[src/rtl/lvds_tx_serializer_if.sv]
// FIFO read-side bus between the TX FIFO and the LVDS TX serializer.
// The serializer is the master: it issues the pull strobe and receives the word.
interface lvds_tx_serializer_if;
    logic        o_fifo_pull;
    logic [31:0] i_fifo_pulled_data;
    logic        i_fifo_empty;

    modport master (
        output o_fifo_pull,
        input  i_fifo_pulled_data,
        input  i_fifo_empty
    );

    modport slave (
        input  o_fifo_pull,
        output i_fifo_pulled_data,
        output i_fifo_empty
    );
endinterface

[src/rtl/lvds_tx_serializer.sv]
// LVDS TX serializer: turns 32-bit I/Q FIFO words into sync-framed 32-bit modem
// frames and emits them MSB-first as one dibit per clock toward a DDR output cell.
module lvds_tx_serializer #(
    parameter logic [1:0] SYNC_I    = 2'b10,
    parameter logic [1:0] SYNC_Q    = 2'b01,
    parameter logic [1:0] IDLE_BITS = 2'b00
) (
    input  logic                        i_sys_clk,
    input  logic                        i_rst,
    input  logic                        i_tx_enable,
    input  logic                        i_clear_stats,
    lvds_tx_serializer_if.master        fifo_bus,
    output logic [1:0]                  o_ddr_data,
    output logic                        o_frame_start,
    output logic                        o_busy,
    output logic [7:0]                  o_underrun_cnt
);

    typedef enum logic [1:0] {
        IDLE  = 2'd0,
        FETCH = 2'd1,
        SHIFT = 2'd2
    } state_t;

    state_t      r_state;
    state_t      w_nextState;
    logic [3:0]  r_cnt;
    logic [29:0] r_shifter;
    logic        r_pfValid;
    logic [1:0]  r_ddrData;
    logic        r_frameStart;
    logic        r_busy;
    logic [7:0]  r_underrunCnt;

    logic        w_pull;
    logic        w_load;
    logic        w_underrun;
    logic        w_canPull;
    logic [31:0] w_frame;

    assign w_canPull = i_tx_enable && !fifo_bus.i_fifo_empty;
    assign w_frame   = {SYNC_I, fifo_bus.i_fifo_pulled_data[28:16], 1'b0,
                        SYNC_Q, fifo_bus.i_fifo_pulled_data[12:0],  1'b0};

    always_ff @(posedge i_sys_clk) begin
        if (i_rst) begin
            r_state <= IDLE;
        end else begin
            r_state <= w_nextState;
        end
    end

    // The prefetch pull at cnt 14 lets its word arrive exactly at cnt 15 for a gapless reload.
    always_comb begin
        w_nextState = r_state;
        w_pull      = 1'b0;
        w_load      = 1'b0;
        w_underrun  = 1'b0;
        case (r_state)
            IDLE: begin
                if (w_canPull) begin
                    w_pull      = 1'b1;
                    w_nextState = FETCH;
                end
            end
            FETCH: begin
                w_load      = 1'b1;
                w_nextState = SHIFT;
            end
            SHIFT: begin
                if (r_cnt == 4'd14) begin
                    w_pull = w_canPull;
                end else if (r_cnt == 4'd15) begin
                    if (r_pfValid) begin
                        w_load = 1'b1;
                    end else begin
                        w_nextState = IDLE;
                        w_underrun  = i_tx_enable;
                    end
                end
            end
            default: begin
                w_nextState = IDLE;
            end
        endcase
        if (i_rst) begin
            w_pull = 1'b0;
        end
    end

    assign fifo_bus.o_fifo_pull = w_pull;

    always_ff @(posedge i_sys_clk) begin
        if (i_rst) begin
            r_cnt         <= 4'd0;
            r_shifter     <= 30'd0;
            r_pfValid     <= 1'b0;
            r_ddrData     <= IDLE_BITS;
            r_frameStart  <= 1'b0;
            r_busy        <= 1'b0;
            r_underrunCnt <= 8'd0;
        end else begin
            r_busy       <= (w_nextState != IDLE);
            r_frameStart <= w_load;
            if (r_state == SHIFT && r_cnt == 4'd14) begin
                r_pfValid <= w_pull;
            end
            if (w_load) begin
                r_ddrData <= w_frame[31:30];
                r_shifter <= w_frame[29:0];
                r_cnt     <= 4'd0;
            end else if (r_state == SHIFT && r_cnt != 4'd15) begin
                r_ddrData <= r_shifter[29:28];
                r_shifter <= {r_shifter[27:0], 2'b00};
                r_cnt     <= r_cnt + 4'd1;
            end else begin
                r_ddrData <= IDLE_BITS;
                r_cnt     <= 4'd0;
            end
            // A coincident clear overrides the underrun increment.
            if (i_clear_stats) begin
                r_underrunCnt <= 8'd0;
            end else if (w_underrun && r_underrunCnt != 8'hFF) begin
                r_underrunCnt <= r_underrunCnt + 8'd1;
            end
        end
    end

    assign o_ddr_data     = r_ddrData;
    assign o_frame_start  = r_frameStart;
    assign o_busy         = r_busy;
    assign o_underrun_cnt = r_underrunCnt;

endmodule
[src/flat_wrapper.sv]
// flat-port wrapper written by rule: the top's interface ports become plain ports
module lvds_tx_serializer_flat 
#(
    parameter logic [1:0] SYNC_I    = 2'b10,
    parameter logic [1:0] SYNC_Q    = 2'b01,
    parameter logic [1:0] IDLE_BITS = 2'b00
)
  (i_sys_clk, i_rst, i_tx_enable, i_clear_stats, o_ddr_data, o_frame_start, o_busy, o_underrun_cnt, fifo_bus_o_fifo_pull, fifo_bus_i_fifo_pulled_data, fifo_bus_i_fifo_empty);
  lvds_tx_serializer_if fifo_bus_i ();
  input  logic i_sys_clk;
  input  logic i_rst;
  input  logic i_tx_enable;
  input  logic i_clear_stats;
  output logic [1:0] o_ddr_data;
  output logic o_frame_start;
  output logic o_busy;
  output logic [7:0] o_underrun_cnt;
  output wire logic [$bits(fifo_bus_i.o_fifo_pull)-1:0] fifo_bus_o_fifo_pull;
  input wire logic [$bits(fifo_bus_i.i_fifo_pulled_data)-1:0] fifo_bus_i_fifo_pulled_data;
  input wire logic [$bits(fifo_bus_i.i_fifo_empty)-1:0] fifo_bus_i_fifo_empty;
  assign fifo_bus_o_fifo_pull = fifo_bus_i.o_fifo_pull;
  assign fifo_bus_i.i_fifo_pulled_data = fifo_bus_i_fifo_pulled_data;
  assign fifo_bus_i.i_fifo_empty = fifo_bus_i_fifo_empty;
  lvds_tx_serializer #(.SYNC_I(SYNC_I), .SYNC_Q(SYNC_Q), .IDLE_BITS(IDLE_BITS)) u_core (.i_sys_clk(i_sys_clk), .i_rst(i_rst), .i_tx_enable(i_tx_enable), .i_clear_stats(i_clear_stats), .fifo_bus(fifo_bus_i), .o_ddr_data(o_ddr_data), .o_frame_start(o_frame_start), .o_busy(o_busy), .o_underrun_cnt(o_underrun_cnt));
endmodule
[config.mk]
export PLATFORM = sky130hd
export DESIGN_NAME = lvds_tx_serializer_flat
export DESIGN_NICKNAME = d
export VERILOG_FILES = /design/src/rtl/lvds_tx_serializer_if.sv /design/src/rtl/lvds_tx_serializer.sv /design/src/flat_wrapper.sv
export SDC_FILE = /design/constraint.sdc
export NUM_CORES = 1
export LEC_CHECK = 0
export BUFFER_PORTS_ARGS = -buffer_cell sky130_fd_sc_hd__buf_2
export CORE_AREA = 5 5 70 72
export DETAILED_ROUTE_END_ITERATION = 10
export DIE_AREA = 0 0 75 77
export PLACE_DENSITY = 0.82
export SYNTH_ARGS = -nofsm -noshare
export SYNTH_HDL_FRONTEND = slang
export SYNTH_SLANG_ARGS = --single-unit
export TNS_END_PERCENT = 50
[constraint.sdc]
create_clock -name i_sys_clk -period 2.4 [get_ports i_sys_clk]
set_clock_uncertainty 0.2 [all_clocks]
set_input_delay 0.24 -clock i_sys_clk [delete_from_list [all_inputs] [get_ports i_sys_clk]]
set_output_delay 0.24 -clock i_sys_clk [all_outputs]
set_load 0.02 [all_outputs]
=== Word-level counts from Yosys, hierarchy flattened ===
Index checks and enable logic that the tools add are counted.

* Input port bits: 37
* Word-level logic and storage cells: 51
* Register bits: 48
* Output and inout bits: 13

* Reductions and logical operators: 11
* Equality and inequality tests: 6
* Muxes and demuxes: 21
* Bitwise gates (word level): 1
* $add $sub $neg: 2

{| class="wikitable"
|+ Operators by type and width
! kind !! number
|-
| $mux W30 || 2
|-
| $mux W2 || 6
|-
| $mux W1 || 10
|-
| $add A8 B1 Y8 const B || 1
|-
| $eq A4 B4 Y1 const B || 2
|-
| $ne A8 B8 Y1 const B || 1
|-
| $pmux W2 S3 || 1
|-
| $add A4 B1 Y4 const B || 1
|-
| $logic_and A1 B1 Y1 || 4
|-
| $ne A4 B4 Y1 const B || 1
|-
| $pmux W1 S2 || 2
|-
| $reduce_bool A2 Y1 || 2
|-
| $reduce_or A2 Y1 || 2
|-
| $reduce_or A3 Y1 || 1
|-
| $eq A2 B1 Y1 const B || 1
|-
| $eq A2 B2 Y1 const B || 1
|-
| $logic_not A2 Y1 || 1
|-
| $logic_not A1 Y1 || 1
|-
| $not A1 Y1 || 1
|}

=== Logic depth before layout (Yosys ltp) ===
Gate-level depths: netlist (run 1).

* Depth in word-level cells: 5
* Depth in mapped cells: 8
* Mapped depth without buffers: 6

=== Least setup slack after synthesis (run 1) ===
No wires, ideal clock.

* Path type: flip-flop to flip-flop
* Start point: register u_core.r_state[0]
* End point: register u_core.r_cnt[3]
* Period minus slack after synthesis: 1.993 ns
* Required time: 2.136 ns
* Slack: 0.407 ns
* Stages on the path, launching flop included: 7
* Buffers on the path: 0
* Data arrival time: 1.729 ns
* Library setup time: 0.064 ns
* Cells stage by stage: dfxtp_1 > inv_1 > ha_1 > and4b_1 > a22o_1 > or3_1 > nor2_1

* Longest elaborated chain between the ends: 4
* Elaborated cells between the ends (all ways): 6
* Classes of those cells: 2 x eq/ne; 1 x mux; 1 x bitwise; 2 x reduce/logical

{| class="wikitable"
|+ Ends and longest elaborated chain
! item !! RTL line !! text
|-
| start: declaration || lvds_tx_serializer.sv:25 || <nowiki>state_t r_state;</nowiki>
|-
| start signal: assignment || lvds_tx_serializer.sv:49 || <nowiki>r_state <= w_nextState;</nowiki>
|-
| parallel branches: the longest is 3 deep, another holds $eq A2 B2 Y1 || - ||
|-
| $reduce_or A3 Y1 (no line) * || - ||
|-
| end signal: assignment || lvds_tx_serializer.sv:115 || <nowiki>r_cnt <= r_cnt + 4'd1;</nowiki>
|-
| end: declaration || lvds_tx_serializer.sv:27 || <nowiki>logic [3:0] r_cnt;</nowiki>
|}

Every way passes the cells marked *.
A chain may end at the register's enable or synchronous reset.

=== Final worst setup path (run 1) ===
* Start point: register u_core.r_state[0]
* End point: output port fifo_bus_o_fifo_pull

* Longest elaborated chain between the ends: 3
* Elaborated cells between the ends (all ways): 4
* Classes of those cells: 1 x eq/ne; 2 x mux; 1 x reduce/logical

{| class="wikitable"
|+ Ends and longest elaborated chain
! item !! RTL line !! text
|-
| $eq A2 B2 Y1 or $logic_not A2 Y1 (tied branches) || lvds_tx_serializer.sv:59 || <nowiki>case (r_state)</nowiki>
|-
| $pmux W1 S2 * || lvds_tx_serializer.sv:59 ||
|-
| $mux W1 * || lvds_tx_serializer.sv:86 || <nowiki>if (i_rst) begin</nowiki>
|-
| end: declaration || flat_wrapper.sv:18 || <nowiki>output wire logic [$bits(fifo_bus_i.o_fifo_pull)-1:0] fifo_bus_o_fifo_pull;</nowiki>
|}

Every way passes the cells marked *; elsewhere a longest branch is shown, timed or not.

==> results.md, run 1 <==
- The run finished with clean final reports.
- Summed over its instances, the top area cell type makes up approximately 45% of the synthesized netlist area.
- The total number of vias is about 1800.
- The analysis attributes to cell leakage a power of approximately 1.2 nW.
- Along the worst path, the maximum fanout reaches 7.
- The initial antenna violation count is 0.
- The number of buffers created by CTS is 5.
- The level count of the clock H-tree is 2.
- The number of antenna diodes in the final layout is 0.
- After synthesis, the netlist uses 33 different library cells.
- The count of buffers added by post-CTS timing repair for setup is 0.
- Among all flip-flop cells after synthesis, the most frequent one is sky130_fd_sc_hd__dfxtp_1.
- The total count of hold-check failures in the final report is 0.
- Setup slack on the worst reg-to-reg path comes out at roughly 0.24 ns.
- The source-to-sink clock delay at the later pin of the worst-skew pair is 0.30 ns.
- The width of the die is 75 um.
- The summed instance area of the synthesized netlist is 2152 um2.
- The cell accounting for the most synthesized area is sky130_fd_sc_hd__dfxtp_1.
- The cell count after synthesis is 227.
- The global router's overall resource usage is 15.53%.
- The minimum period implied by the final worst setup slack is 2.235 ns.
- The synthesized design contains 48 register bits.
- The overall overflow remaining after global route is 0.
- The highest achievable clock rate is approximately 450 MHz.
- The tightest min-delay check is of the input port to flop type.
- The count of nets left with antenna violations once routing finished came out at 0.
- The kind of start point of the critical path is a flop.
- Data on the critical path is required at its endpoint by 1.96 ns.
- Counting instances in the post-synthesis netlist gives the leading cell types as sky130_fd_sc_hd__dfxtp_1 (48), sky130_fd_sc_hd__nor2_1 (31), sky130_fd_sc_hd__mux2i_1 (28).
- The share of flip-flops with an asynchronous set or reset after synthesis is 0%.
- The CTS tree is done.
- On the critical path, the stage with the largest delay is an instance of sky130_fd_sc_hd__dfxtp_2.
- The die area is 5775 um2.
- The total I/O pin count is 50.
- The count of flip-flops with a built-in enable after synthesis is 0.
- Traced cell by cell, the critical path runs through inv_1 > ha_2 > and3_2 > buf_4 > a21oi_1 > nor3b_1 > buf_2.
- At the end of routability-driven placement, the weighted congestion stood at 0.7145.
- The core region is 4234 um2.
- The average instance in the mapped netlist occupies 9.480 um2.
- The fraction of the cycle the final worst path needs is just over 90%.
- The clock tree root driver cell is sky130_fd_sc_hd__clkbuf_8.
- When the netlist entered floorplanning its net count stood at 271.
- The die is 77 um tall.
- Before CTS, the worst setup slack after placement is 0.1693 ns.
- After detailed routing, the total wire length is 4332 um.
- The detailed-router iteration count before antenna repair is 4.
- On the worst path, the slowest cell contributes a delay of 0.36 ns.
- The worst-case clock buffer depth is 2.
- The share of the yosys chip area belonging to registers is 44.65%.
- The number of setup violations in the final report is 0.
- Clock-pin slew was measured on the worst setup and hold paths at about 0.09 ns.
- The largest net degree at the start of global routing is 54.
- After layout, the worst setup slack is between 0.15 and 0.2 ns.
- Input and output buffers added on the ports amount to 43.
- Across the VDD grid, the largest voltage drop is 0.0004625 V.
- Counting the fill cells in the layout gives 372.
- The power density over cell area is 575.4 nW/um2.
- Setup repair after global routing left no endpoint under its margin.
- The yosys synthesis warning count is 0.
- The via-per-instance ratio is 5.438.
- The total buffers and inverters traversed by the critical path is 3.
- The routed wirelength normalized by instance count is 13.45 um.
- The gate family responsible for the most delay along the worst path is buffers and inverters.
- For the worst flop-to-flop path, the logic depth is 6.
- Counting every sink on the clock net gives 48.
- The worst hold path was traced through 3 stages.
- For this run, design rule violations remaining after detail routing come to 0.
- The number of slew-limit violations in the final report is 0.
- The critical path is of the flop to output port type.
- The logic depth of the worst path, buffers included is 7.
- The worst-case headroom to the max-slew limit is between 50% and 60%.
- The signed area change from the synthesized netlist to the final layout is 17.15%.
- In the final layout, flip-flops and latches occupy 962.2 um2.
- The first-iteration detailed-routing DRC count is 79.
- By area the synthesized netlist is led by sky130_fd_sc_hd__dfxtp_1 (45%), sky130_fd_sc_hd__mux2i_1 (13%), sky130_fd_sc_hd__a211oi_1 (9.1%), sky130_fd_sc_hd__nor2_1 (5.4%), sky130_fd_sc_hd__ha_1 (4.1%).
- The final sum of negative setup slack is 0 ns.
- The arrival time of the worst setup path is 1.80 ns.
- The area taken by multi-input logic gates is 1094 um2.
- The max-cap violation count is 0.
- The global-route wire length before repair is 7224 um.
- The HPWL after detailed placement is 2980 um.
- The initial standard-cell utilization of the core is 50.83%.
- The number of global-route vias before repair came to 1694.
- The kind of end point of the critical path is an output port.
- The share of post-route cells with drive strength above 1 is 23.70%.
- By instance count, the leading cell after synthesis is sky130_fd_sc_hd__dfxtp_1.
- The number of nets at the end of the flow is 313.
- The count of standard-cell rows is 24.
- For the pin with the worst max-slew slack, the measured transition is 0.6995 ns.
## sequential cells by signal (all words and copies together) (netlist names)
| signal | flops |
|---|---|
| u_core.o_ddr_data | 2 |
| u_core.r_state | 2 |
| u_core.r_cnt | 4 |
| u_core.o_busy | 1 |
| u_core.r_pfValid | 1 |
| u_core.o_frame_start | 1 |
| u_core.o_underrun_cnt | 8 |
| u_core.r_shifter | 29 |
## kinds of logic (layout without fill, tap and decap cells)
logic type,Yosys count,after routing,share of synthesized area [%]
muxes,28,28,13.02
adders and majority gates,7,7,4.070
buffers and inverters,21,64,4.709
AOI/OAI and AO/OA,49,49,16.22
and+or+nand+nor,71,71,16.10
xor gates and xnor gates,3,3,1.221
DFF,48,48,44.65
## report_power, final
part | leakage, nW | switching [mW] | internal, mW | total [mW]
logic | 0.770 | 0.0701 | 0.0627 | 0.133
clock network | 0.0404 | 0.277 | 0.207 | 0.484
registers | 0.388 | 0.0142 | 0.820 | 0.834
total | 1.20 | 0.362 | 1.09 | 1.45
## per-stage QoR
stage          utilization, %  std cells  hold WS, ns  area, um2  total power [mW]
2_1_floorplan               -        227       0.1760       2152            0.9360
3_3_place_gp            56.77        312       0.2315       2404            0.9777
3_5_place_dp            56.77        312       0.2305       2404            0.9820
4_1_cts                 59.43        322     0.008071       2516             1.468
5_1_grt                 59.54        322      0.02055       2521             1.516
6_report                59.54        322      0.01362       2521             1.451
## cell usage in the layout (no fill, tap or decap), types with 2 or more instances in the layout
cell,Yosys,routed
sky130_fd_sc_hd__inv_1,6,6
sky130_fd_sc_hd__or2_2,2,2
sky130_fd_sc_hd__buf_4,0,4
sky130_fd_sc_hd__o21ai_0,4,4
sky130_fd_sc_hd__a21oi_1,12,12
sky130_fd_sc_hd__nor2_1,31,31
sky130_fd_sc_hd__nand4_1,2,2
sky130_fd_sc_hd__xor2_1,3,3
sky130_fd_sc_hd__or4_1,2,2
sky130_fd_sc_hd__mux2i_1,28,28
sky130_fd_sc_hd__nand2_1,9,9
sky130_fd_sc_hd__nand3_1,9,9
sky130_fd_sc_hd__dlygate4sd3_1,0,2
sky130_fd_sc_hd__o31ai_1,3,3
sky130_fd_sc_hd__clkbuf_8,0,5
sky130_fd_sc_hd__ha_1,7,6
sky130_fd_sc_hd__or3_1,4,4
sky130_fd_sc_hd__buf_2,6,43
sky130_fd_sc_hd__clkinvlp_4,0,2
sky130_fd_sc_hd__nor3_1,4,4
sky130_fd_sc_hd__dfxtp_1,48,47
sky130_fd_sc_hd__a211oi_1,26,26
## worst register-to-register path, stage by stage, from the launching register on
cell and delay, ns:
sky130_fd_sc_hd__dfxtp_1 0.40, sky130_fd_sc_hd__inv_1 0.07, sky130_fd_sc_hd__ha_1 0.23, sky130_fd_sc_hd__and4bb_2 0.32, sky130_fd_sc_hd__o211ai_2 0.22, sky130_fd_sc_hd__or4_1 0.53
sky130_fd_sc_hd__a21oi_1 0.14
## timing repair
action / 4_1_cts / 5_1_grt
hold buffers: 2 / 0
hold endpoints to repair: 2 / 0
gates resized for setup: 0 / 3
endpoints found under the setup margin: 0 / 3
## final cells by class
cell class                      count  area share, %
Sequential cell                    48          38.16
Clock buffer                        5          2.730
Multi-Input combinational cell    158          43.37
Timing Repair Buffer               50          11.32
Inverter                            6         0.8933
Tap cell                           52          2.581
Clock inverter                      3         0.9429
## final timing paths
kind,from,to
max,u_core.r_state[0],fifo_bus_o_fifo_pull
min reg2reg,u_core.r_shifter[28],u_core.o_ddr_data[0]
min,fifo_bus_i_fifo_pulled_data[23],u_core.r_shifter[24]
max reg2reg,u_core.r_cnt[0],u_core.o_underrun_cnt[7]
## layer usage
layer  vias to the layer above  GRT usage [%]  wire, um
met2                        32          25.70      2080
met1                       814          19.31      1994
li1                        901              -         -
met4                         0          4.270        43
met3                         4          4.444       214
met5                         -              0         0
No activity file was read; power rests on OpenSTA's default activity.
==> run 2: changes to the inputs <==
- CORE_AREA: 5 5 70 72 -> 4 4 69 71
- CTS_CLUSTER_DIAMETER: not set -> 200
- DIE_AREA: 0 0 75 77 -> 0 0 73 75
==> results.md, run 2 (synthesis results as in run 1) <==
- The transition at the pin with the smallest max-transition slack is 0.7025 ns (+0.002976 ns).
- The first-iteration detailed-routing DRC count was 89 (+13%).
- The count of input and output buffers was 43 (unchanged).
- The highest achievable clock rate came to 447.0 MHz (about the same).
- The number of buffers created by CTS is 5 (unchanged).
- The worst-case headroom to the max-slew limit came to 53.17% (-0.20 points).
- The launch instance of the worst register-to-register path is u_core.r_cnt[0].
- The number of sinks handled by clock tree synthesis came to 48 (unchanged).
- The power density over cell area came to 645.3 nW/um2 (+12%).
- The commonest non-fill, non-tap cell in the layout is sky130_fd_sc_hd__dfxtp_1.
- The critical-path maximum fanout was 7 (unchanged).
- The source-to-sink clock delay at the later pin of the worst-skew pair is 0.30 ns (about the same).
- The launching element of the worst setup path is u_core.r_state[0].
- The number of slew-limit violations in the final report is 0 (unchanged).
- The number of remaining DRC errors was 0 (unchanged).
- The routed wirelength normalized by instance count came to 13.03 um (-3.1%).
- The leakage power figure is 1.221 nW (+1.9%).
- STA classifies the critical path startpoint as a flop.
- The global-route wire length before repair is 7169 um (-0.76%).
- The flow ran to the end, and the final reports show no timing, DRC or antenna violations.
- The detailed-router iteration count before antenna repair was 4 (unchanged).
- The arrival time of the worst setup path is 1.80 ns (about the same).
- CTS placed an instance of sky130_fd_sc_hd__clkbuf_8 at the clock tree root.
- The total detailed-routing wirelength was 4184 um (-3.4%).
- The total count of hold-check failures in the final report is 0 (unchanged).
- The path class of the tightest hold or removal check is input port to flop.
- The largest net degree at the start of global routing is 53 (-1.9%).
- The remaining antenna violation count is 0 (unchanged).
- The number of nets at the end of the flow came to 312 (-0.32%).
- The number of setup violations in the final report was 0 (unchanged).
- The count of fill cells added during filler insertion came to 382 (+2.7%).
- The number of flip-flops in the largest register came to 29 (unchanged).
- The share of post-route cells with drive strength above 1 is 22.68% (-1.0 points).
- The peak supply drop was 0.0004547 V (-1.7%).
- The width of the die came to 73 um (-2.7%).
- The total number of vias is 1768 (+0.97%).
- The worst path required time is 1.96 ns (about the same).
- The overall power after layout is 1.662 mW (+15%).
- The global router's overall resource usage came to 16.60% (+1.1 points).
- The total core area is 4234 um2 (unchanged).
- The max-cap violation count is 0 (unchanged).
- The half-perimeter wire length after placement is 2778 um (-6.8%).
- STA classifies the critical path endpoint as an output port.
- The total I/O pin count is 50 (unchanged).
- The minimum period implied by the final worst setup slack was 2.237 ns (+0.001922 ns).
- The worst-case clock buffer depth is 2 (unchanged).
- The floorplan die height is 75 um (-2.6%).
- The global placer's final weighted congestion is 0.7557 (+5.8%).
- The start-to-end type of the worst setup path is flop to output port.
- The overall overflow remaining after global route came to 0 (unchanged).
- Setup repair after global routing left no endpoint under its margin.
- The die area is 5475 um2 (-5.2%).
- In the layout the commonest cells are sky130_fd_sc_hd__dfxtp_1 (47), sky130_fd_sc_hd__buf_2 (43), sky130_fd_sc_hd__nor2_1 (31).
- The count of standard-cell rows is 24 (unchanged).
- The via-per-instance ratio is 5.508 (+1.3%).
- The count of buffers added by post-CTS timing repair for setup is 0 (unchanged).
- Counting flops per register, the top entry is u_core.r_shifter.
- The antenna diode count is 0 (unchanged).
- The initial standard-cell utilization of the core came to 50.83% (unchanged).
- The final sum of negative setup slack is 0 ns (unchanged).
- The initial antenna violation count is 0 (unchanged).
- The fraction of the cycle the final worst path needs is 93.21% (about the same).
- The clock-pin slew reported for the worst setup and hold paths after clock tree synthesis is 0.09 ns (about the same).
- The number of global-route vias before repair is 1621 (-4.3%).
- The level count of the clock H-tree is 2 (unchanged).
- The signed area change from the synthesized netlist to the final layout is 19.71%.
- The CTS tree is done.
- The startpoint identified for the worst hold timing path is fifo_bus_i_fifo_pulled_data[9].
run 2: final timing paths:
kind	endpoint	slack, ns	cells past startpoint
worst max register to register	u_core.o_underrun_cnt[7]	0.27	6
worst min register to register	u_core.o_ddr_data[0]	0.25	2
worst max-delay path	fifo_bus_o_fifo_pull	0.16	7
worst min-delay path	u_core.r_shifter[10]	0.01	3
run 2: stage by stage:
stage	hold WS (ns)	area, um2	cells	util, %	setup slack [ns]
floorplan	0.1760	2152	227	-	0.4069
global placement	0.2293	2409	311	56.89	0.2733
detailed placement	0.2361	2409	311	56.89	0.2366
CTS	0.002513	2566	321	60.61	0.1030
global route	0.01103	2576	321	60.85	0.03793
finish	0.01200	2576	321	60.85	0.1631
run 2: per-layer routing:
layer | wire length, um | vias up | global-route usage [%]
li1 | - | 905 | -
met1 | 1911 | 812 | 20.35
met2 | 1986 | 44 | 27.61
met3 | 217 | 7 | 4.940
met4 | 70 | 0 | 6.148
met5 | 0 | - | 0
run 2: area by class of cell:
class	instances	area, um2	area share [%]
multi-input combinational	158	1099	42.64
sequential	48	962.2	37.35
timing repair buffer	49	290.3	11.27
clock buffer	5	68.82	2.671
clock inverter	3	68.82	2.671
tap	52	65.06	2.525
inverter	6	22.52	0.8742
run 2: power breakdown:
| part | total [mW] | switching, mW | internal (mW) |
|---|---|---|---|
| sequential | 0.834 | 0.0136 | 0.820 |
| combinational | 0.134 | 0.0696 | 0.0643 |
| clock | 0.695 | 0.276 | 0.419 |
| total | 1.66 | 0.359 | 1.30 |
run 2: what timing repair did:
action / in CTS / in global routing
hold buffers: 2 / 0
resized for setup: 0 / 2
endpoints found under the hold margin: 2 / 0
endpoints found under the setup margin: 0 / 2
run 2: critical path, cell delays in order (launching register included):
cell	delay, ns
sky130_fd_sc_hd__dfxtp_2	0.36
sky130_fd_sc_hd__inv_1	0.08
sky130_fd_sc_hd__ha_1	0.17
sky130_fd_sc_hd__and3_1	0.27
sky130_fd_sc_hd__buf_4	0.19
sky130_fd_sc_hd__a21oi_1	0.07
sky130_fd_sc_hd__nor3b_1	0.16
sky130_fd_sc_hd__buf_2	0.19
